File: src/rtl/rgb_mixer_pkg.sv
// Shared types and default widths for the RGB PWM mixer.
package rgb_mixer_pkg;

    localparam int CW_DEF = 4;
    localparam int DW_DEF = 5;

    typedef enum logic [1:0] {CH_R, CH_G, CH_B, CH_INV} chan_e;

    typedef enum logic {IDLE, ARMED} cfg_state_e;

    // Phase offset of a channel's compare point: R=0, G=quarter period, B=half period.
    function automatic int unsigned phase_off(input int ch, input int cw);
        if (ch == 1) return 1 << (cw - 2);
        if (ch == 2) return 1 << (cw - 1);
        return 0;
    endfunction

endpackage

File: src/rtl/rgb_pwm_mixer_pwm_channel.sv
// One PWM lane: active duty register plus registered comparator against a
// phase-shifted copy of the period count.
module pwm_channel #(
    parameter int CW = 4,
    parameter int DW = CW + 1
) (
    input  logic          clk,
    input  logic          reset,
    input  logic          load_i,
    input  logic [DW-1:0] duty_i,
    input  logic [CW-1:0] count_i,
    input  logic [CW-1:0] offset_i,
    output logic          pwm_o
);

    logic [DW-1:0] active_q;
    logic          pwm_q;
    logic [CW-1:0] phase;

    // Wraps naturally mod 2^CW.
    assign phase = count_i + offset_i;
    assign pwm_o = pwm_q;

    // Active duty only changes on load; compare uses the pre-load duty in the
    // load cycle, so the new duty first applies at the next count==0.
    always_ff @(posedge clk) begin
        if (!reset) begin
            active_q <= '0;
            pwm_q    <= 1'b0;
        end else begin
            if (load_i) active_q <= duty_i;
            pwm_q <= (DW'(phase) < active_q);
        end
    end

endmodule

File: src/rtl/rgb_pwm_mixer.sv
// Three-channel PWM mixer with staged duty writes committed at period end.
// Optional: define PWM_PHASE_STAGGER_EN to offset G/B compares by 1/4 and 1/2
// period, spreading the rising edges apart.
module rgb_pwm_mixer
    import rgb_mixer_pkg::*;
#(
    parameter int CW = CW_DEF,
    parameter int DW = CW + 1
) (
    input  logic          clk,
    input  logic          reset,
    input  logic [CW-1:0] count,
    input  logic          cfg_valid,
    output logic          cfg_ready,
    input  logic [1:0]    cfg_chan,
    input  logic [DW-1:0] cfg_duty,
    input  logic          cfg_commit,
    output logic          cfg_err,
    output logic          commit_done,
    output logic          pwm_r,
    output logic          pwm_g,
    output logic          pwm_b
);

    localparam logic [CW-1:0] CNT_MAX = '1;

`ifdef PWM_PHASE_STAGGER_EN
    localparam bit STAGGER = 1'b1;
`else
    localparam bit STAGGER = 1'b0;
`endif

    cfg_state_e           state_q;
    logic                 ready_q;
    logic                 err_q;
    logic                 done_q;
    logic [2:0][DW-1:0]   stage_q;
    logic [2:0]           pwm_w;
    logic                 swap;

    // Swap happens on the last count of a period so count==0 sees the new duty.
    assign swap        = (state_q == ARMED) && (count == CNT_MAX);
    assign cfg_ready   = ready_q;
    assign cfg_err     = err_q;
    assign commit_done = done_q;
    assign pwm_r       = pwm_w[0];
    assign pwm_g       = pwm_w[1];
    assign pwm_b       = pwm_w[2];

    // Config FSM: staging writes while IDLE, wait for period end while ARMED.
    always_ff @(posedge clk) begin
        if (!reset) begin
            state_q <= IDLE;
            ready_q <= 1'b0;
            err_q   <= 1'b0;
            done_q  <= 1'b0;
            stage_q <= '0;
        end else begin
            err_q  <= 1'b0;
            done_q <= 1'b0;
            case (state_q)
                IDLE: begin
                    if (cfg_valid && ready_q) begin
                        if (chan_e'(cfg_chan) == CH_INV) begin
                            err_q <= 1'b1;
                        end else begin
                            for (int i = 0; i < 3; i++)
                                if (cfg_chan == 2'(i)) stage_q[i] <= cfg_duty;
                        end
                    end
                    // A same-cycle write lands above, so it rides along in the commit.
                    if (cfg_commit) begin
                        state_q <= ARMED;
                        ready_q <= 1'b0;
                    end else begin
                        ready_q <= 1'b1;
                    end
                end
                ARMED: begin
                    if (count == CNT_MAX) begin
                        state_q <= IDLE;
                        ready_q <= 1'b1;
                        done_q  <= 1'b1;
                    end
                end
                default: state_q <= IDLE;
            endcase
        end
    end

    for (genvar i = 0; i < 3; i++) begin : g_ch
        localparam logic [CW-1:0] OFF = STAGGER ? CW'(phase_off(i, CW)) : '0;

        pwm_channel #(.CW(CW), .DW(DW)) u_ch (
            .clk      (clk),
            .reset    (reset),
            .load_i   (swap),
            .duty_i   (stage_q[i]),
            .count_i  (count),
            .offset_i (OFF),
            .pwm_o    (pwm_w[i])
        );
    end

endmodule

File: config.mk
export PLATFORM = sky130hd
export DESIGN_NAME = rgb_pwm_mixer
export DESIGN_NICKNAME = d
export VERILOG_FILES = /design/src/rtl/rgb_mixer_pkg.sv /design/src/rtl/rgb_pwm_mixer_pwm_channel.sv /design/src/rtl/rgb_pwm_mixer.sv
export SDC_FILE = /design/constraint.sdc
export NUM_CORES = 1
export LEC_CHECK = 0
export ABC_AREA = 1
export BUFFER_PORTS_ARGS = -buffer_cell sky130_fd_sc_hd__buf_2
export CORE_MARGIN = 2
export CORE_UTILIZATION = 33
export DETAILED_ROUTE_END_ITERATION = 10
export GPL_TIMING_DRIVEN = 1
export REMOVE_ABC_BUFFERS = 1
export SLEW_MARGIN = 20
export SYNTH_ARGS = -nofsm -noshare
export SYNTH_HDL_FRONTEND = slang
export SYNTH_HIERARCHICAL = 1
export SYNTH_SLANG_ARGS = --single-unit
File: constraint.sdc
create_clock -name clk -period 1.3 [get_ports clk]
set_clock_uncertainty 0.2 [all_clocks]
set_input_delay 0.13 -clock clk [delete_from_list [all_inputs] [get_ports clk]]
set_output_delay 0.13 -clock clk [all_outputs]
set_load 0.05 [all_outputs]
==> run summary, run 1 <==
Core ar. - 5921 µm²
Avg Synthesized Cell Area - 7.159 µm²
RSZ-0062 raised after global routing - yes
final hold viol count - 1
crit end category - flip-flop
worst path required time - 1.32 ns
CTS max path bufs - 2
filler instances - 602
die area - 6805 µm²
count of distinct cell types in the synthesized netlist - 22
Die H - 82.50 µm
worst hold slack - -0.06556 ns
vias in the first global route - 1,655
DR WL/cell - 9.857 µm
final worst setup slack - 0.002215 ns
crit path DAT - 1.32 ns
Via Count - 1,854
H-Tree Depth - 2
Seq cells post-synth - 37
cts hold-fix bufs - 7
Setup-failing EPs final - 0
Top delay family on crit path - adder cells
dpl cells - 410
worst setup path end - g_ch[2].u_ch/pwm_o
critical-path maximum fanout - 6
Seq/Total Area, Yosys - 36.43%
Clock transition at path regs - 0.07 ns
first-pass GRT wire length - 7113 µm
CP most frequent cell - nand2_1
# rows - 28
Worst VDD drop - 0.6225 mV
initial antenna violation count - 0
CP max-delay cell - fa_1
max-cap violations - 0
reg2reg path depth - 7
Syn Inst Count - 284
dpl ws - -0.3373 ns
nets@finish - 388
placed inst area - 2415 µm²
Synth Warn # - 6
final std cells w/o fill - 428
status - finished with violations
Starting Density - 34.34%
Worst Setup Start Kind - input pin
CTS root buf - clkbuf_8
fin area - 2773 µm²
Ports - 21
post-route ant nets - 0
GRT Util Overall - 13.70%
FF+latch area - 743.2 µm²
Pwr Total - 2.587 mW
CP Buf/Inv Count - 2
layout cells sized above 1 - 23.80%
Cell Chain, Critical Path - buf_12 > fa_1 > ha_1 > nand2_1 > inv_2 > nand3_2 > nand2_1 > nor2_1
GR Overflow Total - 0
area grow syn2layout - 36.37%
worst skew pair latency - 0.29 ns
CTS Buf Count - 5
CTS tree - built
Pwr Density - 933.2 nW/µm²
WL final - 4219 µm
Die X - 82.50 µm
worst hold path class - in2reg
CTS Sinks - 37
port buffer count - 20
Pleak - 1.329 nW
crit path kind - in2reg
R2R Setup Slk - 0.03 ns
crit path launch - count[1]
violated checks - hold timing
drt first pass iters - 4
Worst R2R Start - g_ch[0].u_ch/active_q[3]
DRC viols - 0
fmax - 0.7705 GHz
commonest non-fill, non-tap cell in the layout - nand2_1
Pins Over Slew Limit - 0
Netlist Area Pre-Place - 2033 µm²
GP Congestion - 0.7858
reg2reg end - g_ch[0].u_ch/pwm_o
Final period util - 99.83%
Critical Path Stages - 8
fin crit period - 1.298 ns
Vias/cell - 4.332
commonest non-fill, non-tap cells in the layout - 60 x nand2_1, 39 x inv_1, 35 x nor2_1, 35 x dfxtp_1, 23 x a21oi_1
drt first-iter violations - 38
Largest stage delay, worst path - 0.47 ns
dpl hpwl - 3121 µm
largest net degree at the start of global routing - 21
footprint of the multi-input gates - 1282 µm²
ant diodes - 0
-- metal layers --
layer / vias up / share of wire (%) / track usage, %
met4: 0 / 2.0 / 6.393
li1: 1021 / - / -
met3: 7 / 2.9 / 2.609
met2: 24 / 43 / 21.13
met5: - / 0 / 0
met1: 802 / 52 / 18.46
-- kinds of logic (layout without fill, tap and decap cells) --
kind of cell	Yosys count	after routing	synth area share [%]
DFF	37	37	36.43
AOI/OAI and AO/OA	41	41	10.77
adders and majority gates	21	21	14.03
and+or+nand+nor	132	132	27.63
buffers and inverters	49	101	9.662
other	1	18	0.1844
xor gates and xnor gates	3	3	1.293
-- stage by stage --
stage          setup TNS (ns)  util [%]
2_1_floorplan          -9.774         -
3_3_place_gp           -2.161     40.79
3_5_place_dp           -2.169     40.79
4_1_cts                     0     43.41
5_1_grt               -0.2566     46.83
6_report                    0     46.83
-- state kept, by name (all words and copies together), names as in the netlist --
| signal | flops |
|---|---|
| cfg_err | 1 |
| g_ch.u_ch/active_q | 15 |
| state_q | 1 |
| cfg_ready | 1 |
| stage_q | 15 |
| g_ch.u_ch/pwm_o | 3 |
| commit_done | 1 |
-- power by group --
group	leakage, nW	internal [mW]	switching [mW]
Clock	0.0395	0.381	0.377
Sequential	0.300	1.17	0.0141
Combinational	0.989	0.279	0.368
-- Yosys cell counts, drive strengths merged --
cell type,number,area share (%)
nand2,61,11
nand3,26,7.1
nor2,42,8.4
or2,1,0.31
buf,5,1.5
inv,44,8.1
a21oi,25,6.5
a21boi,1,0.55
nor3,1,0.25
nor4,1,0.31
o21ai,15,3.7
xor2,3,1.3
conb,1,0.18
fa,3,3.0
dfxtp,37,36
ha,18,11
-- what timing repair did --
item / CTS / global route
endpoints found under the hold margin: 15 / 1
setup buffers: 0 / 1
setup endpoints to repair: 4 / 32
pin swaps: 1 / 14
cloned: 0 / 2
resized for setup: 3 / 51
-- worst min-delay path: cells and delay by family --
family	cells	cell delay (ns)
buffers and inverters	1	0.12
AND/OR/NAND/NOR	2	0.12
-- cell type report --
| cell class | count | area share (%) |
|---|---|---|
| clock buffer | 8 | 2.888 |
| sequential | 37 | 26.81 |
| tap | 75 | 3.384 |
| timing repair buffer | 49 | 14.44 |
| multi-input combinational | 215 | 46.25 |
| inverter | 44 | 6.227 |
-- how the worst min path moves through the flow --
stage | start | endpoint | slack, ns | depth (start not counted)
3_3_place_gp | count[0] | commit_done | 0.24 | 3
4_1_cts | count[0] | commit_done | -0.08 | 3
6_report | count[0] | commit_done | -0.07 | 3
5_1_grt | count[0] | commit_done | -0.06 | 3
3_5_place_dp | count[0] | commit_done | 0.24 | 3
2_1_floorplan | reset | stage_q[0] | 0.05 | 2
Power figures use the tool's default switching activity.
==> inputs of run 2 (changes only) <==
==> constraint.sdc (replaced) <==
create_clock -name clk -period 1.3 [get_ports clk]
set_clock_uncertainty 0.2 [all_clocks]
set_input_delay 0.065 -clock clk [delete_from_list [all_inputs] [get_ports clk]]
set_output_delay 0.065 -clock clk [all_outputs]
set_load 0.05 [all_outputs]
==> run 2 against run 1 <==
  * The run still ends with hold timing left
  * Non-clock buffer count increased by 2
  * Highest routed layer unchanged
  * Critical path depth increased by 1
  * Critical endpoint unchanged
  * Global-route usage shrank 0.35 points
  * First-iteration DRC count fell by 5.3%
  * Core utilization increased by 0.44 points
  * Clock power grew 1%
  * Register-to-register slack better by 0.02 ns
  * Final cell count rose by 0.47%
  * Wire length increased by 1.1%
==> run summary, run 2 (synthesis gave the netlist of run 1 again) <==
nets@finish - 390 (+0.52%)
crit path DAT - 1.24 ns (-0.08 ns)
Die X - 82.50 µm (unchanged)
worst skew pair latency - 0.28 ns (about the same)
CTS Sinks - 37 (unchanged)
CTS tree - built
clock power share - 29.1% (-0.2 points)
internal power - 1.837 mW (+0.45%)
CTS root buf - clkbuf_8
H-Tree Depth - 2 (unchanged)
commonest non-fill, non-tap cell in the layout - nand2_1
crit end category - flip-flop
# rows - 28 (unchanged)
dpl hpwl - 3039 µm (-2.6%)
status - finished with violations
post-route ant nets - 0 (unchanged)
critical-path maximum fanout - 4 (-2)
final worst setup slack - 0.04310 ns (+0.04088 ns)
drt first pass iters - 4 (unchanged)
placed inst area - 2400 µm² (-0.62%)
Starting Density - 34.34% (unchanged)
violated checks - hold timing
Clock transition at path regs - 0.07 ns (about the same)
Pwr Density - 938.1 nW/µm² (+0.53%)
Setup-failing EPs final - 0 (unchanged)
worst hold slack - -0.1125 ns (-0.04697 ns)
Flop pwr share - 45.1% (-0.6 points)
fin area - 2799 µm² (+0.95%)
switch share - 30.04% (+0.72 points)
fin crit period - 1.257 ns (-0.04088 ns)
area grow syn2layout - 37.66%
RSZ-0062 raised after global routing - yes
worst hold path class - in2reg
Pins Over Slew Limit - 0 (unchanged)
Via Count - 1,832 (-1.2%)
GRT Util Overall - 13.34% (-0.35 points)
CTS max path bufs - 2 (unchanged)
worst path required time - 1.28 ns (-0.04 ns)
DR WL/cell - 9.919 µm (+0.62%)
CTS Buf Count - 5 (unchanged)
layout cells sized above 1 - 25.35% (+1.6 points)
WL final - 4265 µm (+1.1%)
Worst Setup Start Kind - input pin
Vias/cell - 4.260 (-1.6%)
port buffer count - 20 (unchanged)
Core ar. - 5921 µm² (unchanged)
Worst VDD drop - 0.4563 mV (-27%)
commonest non-fill, non-tap cells in the layout - 60 x nand2_1, 35 x inv_1, 34 x nor2_1, 30 x dfxtp_1, 23 x a21oi_1
cts hold-fix bufs - 10 (+3)
crit path kind - in2reg
Die H - 82.50 µm (unchanged)
setup TNS - 0 ns (unchanged)
drt first-iter violations - 36 (-5.3%)
GP Congestion - 0.7813 (-0.57%)
initial antenna violation count - 0 (unchanged)
fmax - 0.7956 GHz (+3.3%)
dpl ws - -0.2894 ns (+0.04795 ns)
GR Overflow Total - 0 (unchanged)
ant diodes - 0 (unchanged)
Final period util - 96.68% (-3.1 points)
largest net degree at the start of global routing - 21 (unchanged)
die area - 6805 µm² (unchanged)
vias in the first global route - 1,656 (+0.060%)
final hold viol count - 1 (unchanged)
first-pass GRT wire length - 7024 µm (-1.3%)
Ports - 21 (unchanged)
Switching Power - 0.7887 mW (+4.0%)
max-cap violations - 0 (unchanged)
DRC viols - 0 (unchanged)
logic gate share of total power - 25.7% (+0.7 points)
Pleak - 1.336 nW (+0.58%)
## run 2: path summary, 6_finish.rpt
kind	startpoint	endpoint	slack, ns	cells after the start
worst max-delay path	count[2]	g_ch[2].u_ch/pwm_o	0.04	9
worst min register to register	g_ch[1].u_ch/active_q[1]	g_ch[1].u_ch/active_q[1]	0.27	2
worst max register to register	cfg_ready	stage_q[4]	0.05	6
worst min-delay path	count[0]	commit_done	-0.11	3
## run 2: what timing repair did
item                       CTS  global route
gates resized for setup      1            59
buffers inserted             0             1
pin swaps                    0            18
setup endpoints to repair    5            33
gates cloned                 0             3
hold endpoints to repair    24             1
## run 2: stage by stage
| stage | hold WS [ns] | instances | power [mW] | utilization, % |
|---|---|---|---|---|
| floorplan | -0.01424 | 296 | 1.589 | - |
| CTS | -0.1188 | 426 | 2.555 | 43.66 |
| global route | -0.1061 | 430 | 2.827 | 47.27 |
| global placement | 0.1898 | 408 | 1.750 | 40.53 |
| finish | -0.1125 | 430 | 2.626 | 47.27 |
| detailed placement | 0.1883 | 408 | 1.759 | 40.53 |
## run 2: power groups by stage
stage,Clock [mW],Combinational [mW],Sequential [mW]
after detailed placement,0,0.551,1.21
final,0.765,0.676,1.19
after floorplan,0,0.319,1.27
after global placement,0,0.543,1.21
after global routing,0.860,0.779,1.19
after CTS,0.797,0.577,1.18
## run 2: cell type report
type | count | area [µm²]
Timing Repair Buffer | 51 | 404.1
Inverter | 44 | 165.2
Clock buffer | 6 | 72.57
Sequential cell | 37 | 749.5
Multi-Input combinational cell | 215 | 1304
Clock inverter | 2 | 10.01
Tap cell | 75 | 93.84
Fill cell | 611 | 3122
## run 2: critical path: stages
cell     delay (ns)
buf_2          0.14
ha_1           0.32
xor2_1         0.18
ha_4           0.28
nand2_1        0.05
inv_1          0.06
nand3_2        0.05
nand2_1        0.07
nor2_1         0.04
## run 2: routing by layer
metal / share of wire (%) / wire (µm) / GRT usage (%)
met4: 1.4 / 58 / 4.426
met2: 42 / 1782 / 20.97
met1: 53 / 2279 / 18.27
met5: 0 / 0 / 0
met3: 3.4 / 145 / 2.717
